## config.mk

```make
export PLATFORM = sky130hd
export DESIGN_NAME = dzcpu_useq
export DESIGN_NICKNAME = d
export VERILOG_FILES = /design/src/rtl/dzcpu_useq_pkg.sv /design/src/rtl/dzcpu_useq_flow_decode.sv /design/src/rtl/dzcpu_useq.sv
export SDC_FILE = /design/constraint.sdc
export NUM_CORES = 1
export LEC_CHECK = 0
export ABC_CLOCK_PERIOD_IN_PS = 1700
export CAP_MARGIN = 20
export CORE_ASPECT_RATIO = 0.9
export CORE_MARGIN = 2
export CORE_UTILIZATION = 35
export CTS_CLUSTER_SIZE = 28
export DETAILED_ROUTE_END_ITERATION = 10
export GPL_TIMING_DRIVEN = 0
export PLACE_DENSITY = 0.78
export RECOVER_POWER = 100
export SYNTH_ARGS = -nofsm -noshare
export SYNTH_HDL_FRONTEND = slang
export SYNTH_SLANG_ARGS = --single-unit
```

## constraint.sdc

```tcl
create_clock -name iClock -period 1.7 [get_ports iClock]
set_clock_uncertainty 0.2 [all_clocks]
set_input_delay 0.34 -clock iClock [delete_from_list [all_inputs] [get_ports iClock]]
set_output_delay 0.34 -clock iClock [all_outputs]
set_load 0.02 [all_outputs]
```

## src/rtl/dzcpu_useq_pkg.sv

```systemverilog
// dzcpu_useq_pkg: shared definitions for the dzcpu micro-sequencer.
// Holds the uop field positions, the flow-field encodings, the jcb
// operation code and the sequencer state encodings.
package dzcpu_useq_pkg;

  // uop field boundaries: flow [11:8], operation [7:4], operand [3:0]
  localparam int FLOW_MSB = 11;
  localparam int FLOW_LSB = 8;
  localparam int OPER_MSB = 7;
  localparam int OPER_LSB = 4;
  localparam int OPND_MSB = 3;
  localparam int OPND_LSB = 0;

  // Flow-field encodings
  localparam logic [3:0] FLOW_OP        = 4'd0;
  localparam logic [3:0] FLOW_INC       = 4'd1;
  localparam logic [3:0] FLOW_EOF       = 4'd2;
  localparam logic [3:0] FLOW_INC_EOF   = 4'd3;
  localparam logic [3:0] FLOW_INC_EOF_Z = 4'd4;

  // Operation code that redirects the uPC through the CB LUT
  localparam logic [3:0] OPER_JCB = 4'hC;

  typedef enum logic [1:0] {
    ST_BOOT     = 2'd0,
    ST_DISPATCH = 2'd1,
    ST_EXEC     = 2'd2
  } state_e;

endpackage

```

## src/rtl/dzcpu_useq_flow_decode.sv

```systemverilog
// dzcpu_useq_flow_decode: combinational decode of the uop flow and
// operation fields into advance / pc_inc / flow_end / cb_jump controls.
// Undefined flow encodings behave like a plain op (advance only).
module dzcpu_useq_flow_decode
  import dzcpu_useq_pkg::*;
(
  input  logic [3:0] flow,
  input  logic [3:0] oper,
  input  logic       z,
  output logic       advance,
  output logic       pc_inc,
  output logic       flow_end,
  output logic       cb_jump
);

  // Flow-field decode; inc_eof_z picks between inc_eof and op on Z
  always_comb begin
    advance  = 1'b0;
    pc_inc   = 1'b0;
    flow_end = 1'b0;
    cb_jump  = (oper == OPER_JCB);
    case (flow)
      FLOW_OP:      advance = 1'b1;
      FLOW_INC: begin
        advance = 1'b1;
        pc_inc  = 1'b1;
      end
      FLOW_EOF:     flow_end = 1'b1;
      FLOW_INC_EOF: begin
        pc_inc   = 1'b1;
        flow_end = 1'b1;
      end
      FLOW_INC_EOF_Z: begin
        advance  = ~z;
        pc_inc   = z;
        flow_end = z;
      end
      default:      advance = 1'b1;
    endcase
  end

endmodule

```

## src/rtl/dzcpu_useq.sv

```systemverilog
// dzcpu_useq: dzcpu micro-sequencer. Owns the uPC, dispatches opcodes
// through the external main/CB LUTs and steps the micro-code ROM one uop
// per cycle. Optional flow watchdog enabled by macro DZCPU_USEQ_WDOG_EN.
module dzcpu_useq
  import dzcpu_useq_pkg::*;
#(
  parameter int UOP_W      = 12,
  parameter int ADDR_W     = 8,
  parameter int WDOG_LIMIT = 32
) (
  input  logic              iClock,
  input  logic              iReset,
  input  logic [7:0]        iMemData,
  input  logic              iStall,
  input  logic              iZ,
  output logic [7:0]        oMop,
  input  logic [7:0]        iLutIdx,
  output logic [7:0]        oCbMop,
  input  logic [7:0]        iCbLutIdx,
  output logic [ADDR_W-1:0] oUopAddr,
  input  logic [UOP_W-1:0]  iUop,
  output logic [UOP_W-1:0]  oUop,
  output logic              oUopValid,
  output logic              oPcInc,
  output logic              oRetire,
  output logic              oFault
);

  state_e            state_q, state_d;
  logic [ADDR_W-1:0] upc_q, upc_d;
  logic [7:0]        mop_q, mop_d;
  logic              fault_q, fault_d;

  logic dec_advance, dec_pc_inc, dec_end, dec_cb_jump;
  logic wdog_expire;

  dzcpu_useq_flow_decode u_flow_decode (
    .flow     (iUop[FLOW_MSB:FLOW_LSB]),
    .oper     (iUop[OPER_MSB:OPER_LSB]),
    .z        (iZ),
    .advance  (dec_advance),
    .pc_inc   (dec_pc_inc),
    .flow_end (dec_end),
    .cb_jump  (dec_cb_jump)
  );

`ifdef DZCPU_USEQ_WDOG_EN
  localparam int CNT_W = $clog2(WDOG_LIMIT + 1);
  logic [CNT_W-1:0] cnt_q, cnt_d;

  // Flow counter: cleared on dispatch, counts every executed uop
  always_comb begin
    cnt_d = cnt_q;
    if (!iStall) begin
      if (state_q == ST_DISPATCH) cnt_d = '0;
      else if (state_q == ST_EXEC) cnt_d = cnt_q + 1'b1;
    end
  end

  // Flow counter register
  always_ff @(posedge iClock or negedge iReset) begin
    if (!iReset) cnt_q <= '0;
    else         cnt_q <= cnt_d;
  end

  // The uop executing now is the WDOG_LIMIT-th of this flow
  assign wdog_expire = (cnt_q == CNT_W'(WDOG_LIMIT - 1));
`else
  assign wdog_expire = 1'b0;
`endif

  // Next-state, uPC update and per-uop strobes; a stall freezes everything
  always_comb begin
    state_d   = state_q;
    upc_d     = upc_q;
    mop_d     = mop_q;
    fault_d   = fault_q;
    oUopValid = 1'b0;
    oPcInc    = 1'b0;
    oRetire   = 1'b0;
    if (!iStall) begin
      case (state_q)
        ST_BOOT: state_d = ST_DISPATCH;
        ST_DISPATCH: begin
          mop_d   = iMemData;
          upc_d   = ADDR_W'(iLutIdx);
          state_d = ST_EXEC;
        end
        ST_EXEC: begin
          oUopValid = 1'b1;
          oPcInc    = dec_pc_inc;
          if (dec_cb_jump && (iCbLutIdx == 8'd0)) begin
            // illegal CB sub-opcode ends the flow with a fault
            fault_d = 1'b1;
            oRetire = 1'b1;
            state_d = ST_DISPATCH;
          end else if (dec_end && !dec_cb_jump) begin
            oRetire = 1'b1;
            state_d = ST_DISPATCH;
          end else if (wdog_expire) begin
            fault_d = 1'b1;
            oRetire = 1'b1;
            state_d = ST_DISPATCH;
          end else if (dec_cb_jump) begin
            upc_d = ADDR_W'(iCbLutIdx);
          end else if (dec_advance) begin
            upc_d = upc_q + 1'b1;
          end
        end
        default: state_d = ST_BOOT;
      endcase
    end
  end

  // Sequencer registers
  always_ff @(posedge iClock or negedge iReset) begin
    if (!iReset) begin
      state_q <= ST_BOOT;
      upc_q   <= '0;
      mop_q   <= '0;
      fault_q <= 1'b0;
    end else begin
      state_q <= state_d;
      upc_q   <= upc_d;
      mop_q   <= mop_d;
      fault_q <= fault_d;
    end
  end

  // oMop is transparent in DISPATCH so the main LUT resolves the incoming
  // opcode in the same cycle, and holds the latched opcode otherwise.
  assign oMop     = (state_q == ST_DISPATCH) ? iMemData : mop_q;
  assign oCbMop   = iMemData;
  assign oUopAddr = upc_q;
  assign oUop     = iUop;
  assign oFault   = fault_q;

endmodule

```

==> key figures, run 1 <==
Synth
  – Ys async rst share: 100%
  – Count of cell types in the netlist: 41
  – Number of enable flip-flop cells after synthesis: 0
  – Synth Cell Area: 0.00144 mm²
  – Synth Instances: 161
  – #FFs+latches synth: 19
  – Top FF cell, synth: dfrtp_1
  – Yosys Warn Count: 0
  – Register area share after synthesis: 33.1%
  – Mean post-synth cell area: 8.92 µm²
  – Synthesized net count: 202

Die
  – I/O pins: 80
  – Core ar.: 0.00402 mm²
  – Rows: 22
  – Starting Density: 35.7%
  – Die H: 64.8 µm
  – Die X-Extent: 71.5 µm
  – Die area: 0.00463 mm²

Drt
  – Drt first pass iters: 4
  – Vias per cell: 5.13
  – Starting DRC count in detailed routing: 91
  – Total number of vias: 1571
  – WL final: 4.41 mm
  – Post-route ant nets: 0
  – Wire length per cell: 14.4 µm
  – DRC viols: 0

Place
  – Port Buf Inserts: 75
  – Placed inst area: 0.00226 mm²
  – Hpwl dp: 3.03 mm
  – GP Congestion: 0.852
  – Pre-CTS WS: -1.25 ns

Setup path
  – Worst path max stage delay: 0.44 ns
  – Slowest stage cell, crit path: dfrtp_2
  – Reg2reg path depth: 5
  – CP startpoint kind: flip-flop
  – Stages on the worst setup path: 5
  – Reg2Reg Launch Point: state_q[0]
  – CP cell instances: and2b_1 -> buf_6 -> nand2b_4 -> a211oi_2 -> buf_4
  – Critical Path RT: 1.16 ns
  – Critical path type: reg -> out
  – Start point of the critical path: state_q[0]
  – Worst EP arrival: 1.44 ns
  – CP Capture Type: output port
  – Crit path buffers/inverters: 2
  – Max FO, Critical Path: 6
  – Delay-heaviest family, CP: flip-flops

GRT
  – Vias in the first global route: 1525
  – Antenna violations before repair: 0
  – Gr usage total: 18.8%
  – Global route overflow: 0
  – Largest net degree at the start of global routing: 20
  – Global-route wire length before repair: 6.99 mm

STA
  – Fmax: 505 MHz
  – Final hold violation count: 0
  – Post-route setup TNS: -4.31 ns
  – Final worst setup slack: -0.278 ns
  – Final setup fails: 19
  – RSZ-0062 raised after global routing: yes
  – Worst-Margin Slew: 0.918 ns
  – Max Slew Vio Count: 0
  – Fin crit period: 1.98 ns
  – Fin crit share: 116%
  – Worst slew margin: 38.6%

Cells and area
  – Antenna Cells: 0
  – Multi-input gate area: 900 µm²
  – Layout area overhead: 76.0%
  – Register area: 478 µm²
  – Net count, final: 300
  – Filler Cell Count: 346
  – Share of cells above drive strength 1: 38.4%
  – Final Cell Area: 0.00253 mm²

Status
  – Failing checks: setup timing
  – Outcome: complete, but fails checks

Run
  – Total of max-cap violations: 0

Clock network
  – CTS clk-pin slew, worst paths: 0.08 ns
  – H-Tree Depth: 1
  – Inserted Clock Buffers: 3
  – Hold buffers post-CTS: 0
  – CTS Buffer Depth: 2
  – Clk_lat worst skew: 0.26 ns
  – Root Buffer: clkbuf_8
  – Clock Sinks: 19
  – CTS tree: built

Power and ir drop
  – PD cells: 1360 mW/mm²
  – Leakage power: 1.21 nW
  – Peak supply drop: 845 µV

Hold path
  – Hold path startpoint: oFault
  – Min-Delay Path Class: reg -> reg
  – Worst Hold Depth: 1
==> layout make-up <==
| type | count | share of cell area (%) |
|---|---|---|
| clock inverter | 1 | 0.198 |
| sequential | 19 | 18.9 |
| multi-input combinational | 113 | 35.6 |
| tap | 48 | 2.38 |
| inverter | 3 | 0.544 |
| timing repair buffer | 93 | 33.0 |
| clock buffer | 3 | 1.63 |
| buffer | 26 | 7.77 |
==> placed cells by master (no fill, tap or decap), types with 3 or more instances in the layout <==
| cell | n |
|---|---|
| buf_4 | 34 |
| clkbuf_8 | 3 |
| xor2_1 | 3 |
| dfrtp_1 | 17 |
| clkbuf_1 | 4 |
| a31oi_1 | 5 |
| mux2_4 | 11 |
| buf_6 | 22 |
| nor2_1 | 4 |
| dlygate4sd2_1 | 17 |
| a21oi_1 | 4 |
| buf_2 | 8 |
| o21ai_0 | 5 |
| clkdlybuf4s15_1 | 6 |
| dlygate4sd3_1 | 5 |
| nand2b_4 | 3 |
| nand3_1 | 4 |
| nand2_1 | 33 |
| a21o_1 | 4 |
| a311oi_1 | 4 |
| clkdlybuf4s50_1 | 19 |
==> power breakdown <==
| part | internal (mW) | leakage, nW | switching, mW |
|---|---|---|---|
| registers | 0.665 | 0.229 | 0.231 |
| logic | 1.18 | 0.955 | 1.05 |
| clock network | 0.163 | 0.0255 | 0.159 |
| total | 2.01 | 1.21 | 1.44 |
==> what timing repair did <==
action                     CTS  global route
gates cloned                 1             0
gates resized for setup    191            11
setup buffers               16             2
setup endpoints to repair   54            30
pin swaps                   11            10
==> state kept, by name, indices dropped and copies added (netlist names) <==
register and flops:
mop_q 8, state_q 2, oUopAddr 8, oFault 1
==> cell usage after synthesis, types with 3 or more instances <==
master	instances	share of area [%]
nand3_1	4	1.4
o21ai_0	5	1.7
a311oi_1	4	2.4
a21oi_1	5	1.7
a21o_1	4	2.1
mux2_2	11	8.6
nand2_1	33	8.6
nor2_1	4	1.0
buf_4	21	11
dfrtp_1	19	33
nand2b_1	4	1.7
inv_1	3	0.78
a211o_1	3	1.8
xor2_1	3	1.8
a31oi_1	5	2.2
==> per-layer routing <==
metal	up-vias	global-route usage, %	part of all wire (%)
li1	766	-	-
met1	749	24.7	43
met2	54	31.7	49
met3	2	3.27	7.1
met4	0	5.42	0.61
met5	-	0	0
==> final timing paths <==
path | end | slack (ns)
setup / recovery | oPcInc | -0.28
hold / removal | oFault | 0.27
setup reg to reg | oUopAddr[1] | -0.24
hold reg to reg | oFault | 0.27
max in group asynchronous | state_q[0] | 0.22
min in group asynchronous | oUopAddr[5] | 0.46
==> per-stage QoR <==
step / power (mW) / util [%] / cells / hold WS [ns]
after detailed placement: 2.80 / 56.2 / 284 / 0.245
after floorplan: 2.02 / - / 161 / -0.156
final: 3.45 / 62.9 / 306 / 0.272
after CTS: 3.40 / 62.6 / 305 / 0.259
after global routing: 3.69 / 62.9 / 306 / 0.299
after global placement: 2.76 / 56.2 / 284 / 0.240
==> logic make-up after synthesis <==
logic type | count (synthesis) | share of synthesized area (%)
buffers and inverters | 29 | 13.2
adder cells (fa/ha/maj) | 1 | 0.871
AND/OR/NAND/NOR | 62 | 22.8
multiplexers | 12 | 9.32
XOR/XNOR | 3 | 1.83
AO/OA/AOI/OAI | 35 | 18.8
flip-flops | 19 | 33.1
==> worst register-to-register path, delay by kind of cell (launching register included) <==
family / cells / cell delay [ns]
AO/OA/AOI/OAI: 1 / 0.43
flip-flops: 1 / 0.44
AND/OR/NAND/NOR: 2 / 0.29
buffers and inverters: 1 / 0.10
multiplexers: 1 / 0.35
Note: power is estimated with default switching activity, not from simulation.
==> inputs of run 2 (changes only) <==
--- a/config.mk
+++ b/config.mk
@@ -8,7 +8,7 @@
 export ABC_CLOCK_PERIOD_IN_PS = 1700
 export CAP_MARGIN = 20
 export CORE_ASPECT_RATIO = 0.9
-export CORE_MARGIN = 2
+export CORE_MARGIN = 5
 export CORE_UTILIZATION = 35
 export CTS_CLUSTER_SIZE = 28
 export DETAILED_ROUTE_END_ITERATION = 10
==> run 2 against run 1 <==
  * The run still ends with setup timing left
  * Register-to-register slack improved by 0.03 ns
  * Clock power rose by 2%
  * Setup slack got worse by 0.018 ns
  * Critical endpoint is now oMop[4]
  * Critical path type unchanged
  * Largest cell class unchanged
==> key figures, run 2 (same netlist as run 1, synthesis figures left out) <==
Setup path
  – CP Capture Type: output port
  – Slowest stage cell, crit path: dfrtp_1
  – Worst path max stage delay: 0.42 ns (-0.02 ns)
  – Max FO, Critical Path: 5 (-1)
  – Delay-heaviest family, CP: flip-flops
  – Crit path buffers/inverters: 2 (unchanged)
  – Internal reg-to-reg setup slack: -0.21 ns (+0.03 ns)
  – Reg2Reg Launch Point: state_q[1]
  – CP startpoint kind: flip-flop
  – RR Endpoint: oUopAddr[1]
  – Critical Path RT: 1.16 ns (about the same)
  – CP cell instances: nor2b_2 -> buf_6 -> mux2_4 -> buf_6
  – Worst EP arrival: 1.46 ns (+0.02 ns)
  – Reg2reg path depth: 6 (+1)
  – Critical path type: reg -> out
  – Cell mode on critical path: buf_6

Cells and area
  – Share of cells above drive strength 1: 39.5% (+1.1 points)
  – Net count, final: 303 (+1.0%)
  – Filler Cell Count: 346 (unchanged)
  – Antenna Cells: 0 (unchanged)
  – Layout area overhead: 75.3%
  – Most frequent cells in the layout: buf_4, nand2_1, clkdlybuf4s50_1, dlygate4sd2_1
  – Commonest non-fill, non-tap cell in the layout: buf_4

STA
  – Worst slew margin: 39.7% (+1.1 points)
  – Final hold violation count: 0 (unchanged)
  – Fmax: 501 MHz (-0.91%)
  – RSZ-0062 raised after global routing: yes
  – Max Slew Vio Count: 0 (unchanged)
  – Fin crit period: 2.00 ns (+0.0181 ns)
  – Post-route setup TNS: -4.56 ns (-0.253 ns)
  – Final worst setup slack: -0.296 ns (-0.0181 ns)
  – Worst-Margin Slew: 0.902 ns (-0.0164 ns)
  – Final setup fails: 22 (+3)
  – Fin crit share: 117% (+1.1 points)

GRT
  – Antenna violations before repair: 0 (unchanged)
  – Global route overflow: 0 (unchanged)
  – Gr usage total: 16.3% (-2.5 points)
  – Vias in the first global route: 1546 (+1.4%)
  – Largest net degree at the start of global routing: 20 (unchanged)
  – Global-route wire length before repair: 7.49 mm (+7.2%)

Die
  – I/O pins: 80 (unchanged)
  – Die area: 0.00549 mm² (+18%)
  – Core ar.: 0.00402 mm² (unchanged)
  – Starting Density: 35.7% (unchanged)
  – Die H: 70.8 µm (+9.3%)
  – Rows: 22 (unchanged)
  – Die X-Extent: 77.5 µm (+8.4%)

Clock network
  – CTS Buffer Depth: 2 (unchanged)
  – Clock Sinks: 19 (unchanged)
  – CTS clk-pin slew, worst paths: 0.08 ns (about the same)
  – H-Tree Depth: 1 (unchanged)
  – Inserted Clock Buffers: 3 (unchanged)
  – Root Buffer: clkbuf_8
  – CTS tree: built
  – Clk_lat worst skew: 0.26 ns (about the same)

Status
  – Outcome: complete, but fails checks
  – Failing checks: setup timing

Drt
  – DRC viols: 0 (unchanged)
  – Starting DRC count in detailed routing: 66 (-27%)
  – Wire length per cell: 15.3 µm (+5.8%)
  – Vias per cell: 5.13 (about the same)
  – WL final: 4.71 mm (+6.8%)
  – Total number of vias: 1585 (+0.89%)
  – Post-route ant nets: 0 (unchanged)
  – Drt first pass iters: 4 (unchanged)

Hold path
  – Hold Path End: oFault
  – Min-Delay Path Class: reg -> reg
  – Worst Hold Depth: 1 (unchanged)
  – Hold path startpoint: oFault

Power and ir drop
  – Switching Power: 1.47 mW (+1.6%)
  – Peak supply drop: 811 µV (-4.0%)
  – Sw frac: 41.8% (-0.050 points)
  – Clock power share: 9.3% (about the same)
  – PD cells: 1390 mW/mm² (+2.1%)
  – Comb power frac: 65.6% (+0.9 points)
  – Seq pwr share: 25.1% (-0.9 points)
  – Leakage power: 1.22 nW (+0.82%)
  – Internal power: 2.04 mW (+1.8%)
  – Final Power: 3.51 mW (+1.7%)

Place
  – GP Congestion: 0.853 (about the same)
  – Port Buf Inserts: 75 (unchanged)
  – Hpwl dp: 3.18 mm (+5.1%)

Run
  – Total of max-cap violations: 0 (unchanged)
run 2: how the worst max path moves through the flow:
| stage | from | to | slack [ns] | cells past startpoint |
|---|---|---|---|---|
| 4_1_cts | state_q[1] | oMop[7] | -0.29 | 4 |
| 3_5_place_dp | iUop[4] | oRetire | -1.24 | 6 |
| 5_1_grt | state_q[1] | oPcInc | -0.35 | 6 |
| 6_report | state_q[1] | oMop[4] | -0.30 | 4 |
| 2_1_floorplan | iUop[4] | oUopAddr[1] | -0.18 | 4 |
| 3_3_place_gp | iUop[4] | oRetire | -1.25 | 6 |
run 2: worst reg2reg max path: stages, from the launching register on:
cell      delay [ns]
dfrtp_1         0.40
buf_6           0.12
and2b_1         0.13
buf_6           0.10
nand2b_4        0.09
o31ai_4         0.43
mux2_4          0.34
run 2: layer usage:
layer / global-route usage [%] / share of wire (%) / vias up
met4: 6.68 / 1.8 / 0
met2: 26.1 / 48 / 66
met1: 21.8 / 43 / 744
li1: - / - / 769
met5: 0 / 0 / -
met3: 2.93 / 7.7 / 6
run 2: what timing repair did:
item                                    CTS  global route
hold buffers                              0             0
gates cloned                              1             0
pin swaps                                 9             2
endpoints found under the setup margin   54            26
resized for setup                       181             7
setup buffers                            17             2
run 2: stage by stage:
step | cell area [µm²] | cells | utilization [%] | setup WS (ns) | hold slack (ns)
final | 2520 | 309 | 62.6 | -0.296 | 0.257
after global routing | 2520 | 309 | 62.6 | -0.345 | 0.280
after CTS | 2490 | 307 | 62.0 | -0.293 | 0.258
after detailed placement | 2260 | 285 | 56.4 | -1.24 | 0.245
after global placement | 2260 | 284 | 56.2 | -1.25 | 0.251
after floorplan | 1450 | 161 | - | -0.176 | -0.156
run 2: cell type report:
class / instances / area (µm²) / area share [%]
buffer: 26 / 196 / 7.80
clock buffer: 3 / 41.3 / 1.64
clock inverter: 1 / 5.00 / 0.199
inverter: 3 / 13.8 / 0.547
multi-input combinational: 113 / 883 / 35.1
sequential: 19 / 477 / 18.9
tap: 48 / 60.1 / 2.39
timing repair buffer: 96 / 841 / 33.4
run 2: power by group through the flow:
stage / clock network [mW] / registers, mW / logic [mW]
6_report: 0.327 / 0.879 / 2.30
5_1_grt: 0.349 / 0.912 / 2.47
4_1_cts: 0.332 / 0.867 / 2.24
3_5_place_dp: 0 / 0.889 / 1.91
3_3_place_gp: 0 / 0.883 / 1.89
2_1_floorplan: 0 / 0.957 / 1.07
==> inputs of run 3 (changes only) <==
--- a/config.mk
+++ b/config.mk
@@ -8,7 +8,7 @@
 export ABC_CLOCK_PERIOD_IN_PS = 1700
 export CAP_MARGIN = 20
 export CORE_ASPECT_RATIO = 0.9
-export CORE_MARGIN = 5
+export CORE_MARGIN = 2
 export CORE_UTILIZATION = 35
 export CTS_CLUSTER_SIZE = 28
 export DETAILED_ROUTE_END_ITERATION = 10
==> results of run 3 <==
Same layout as run 1: the final DEF is identical, and so are final timing and power.
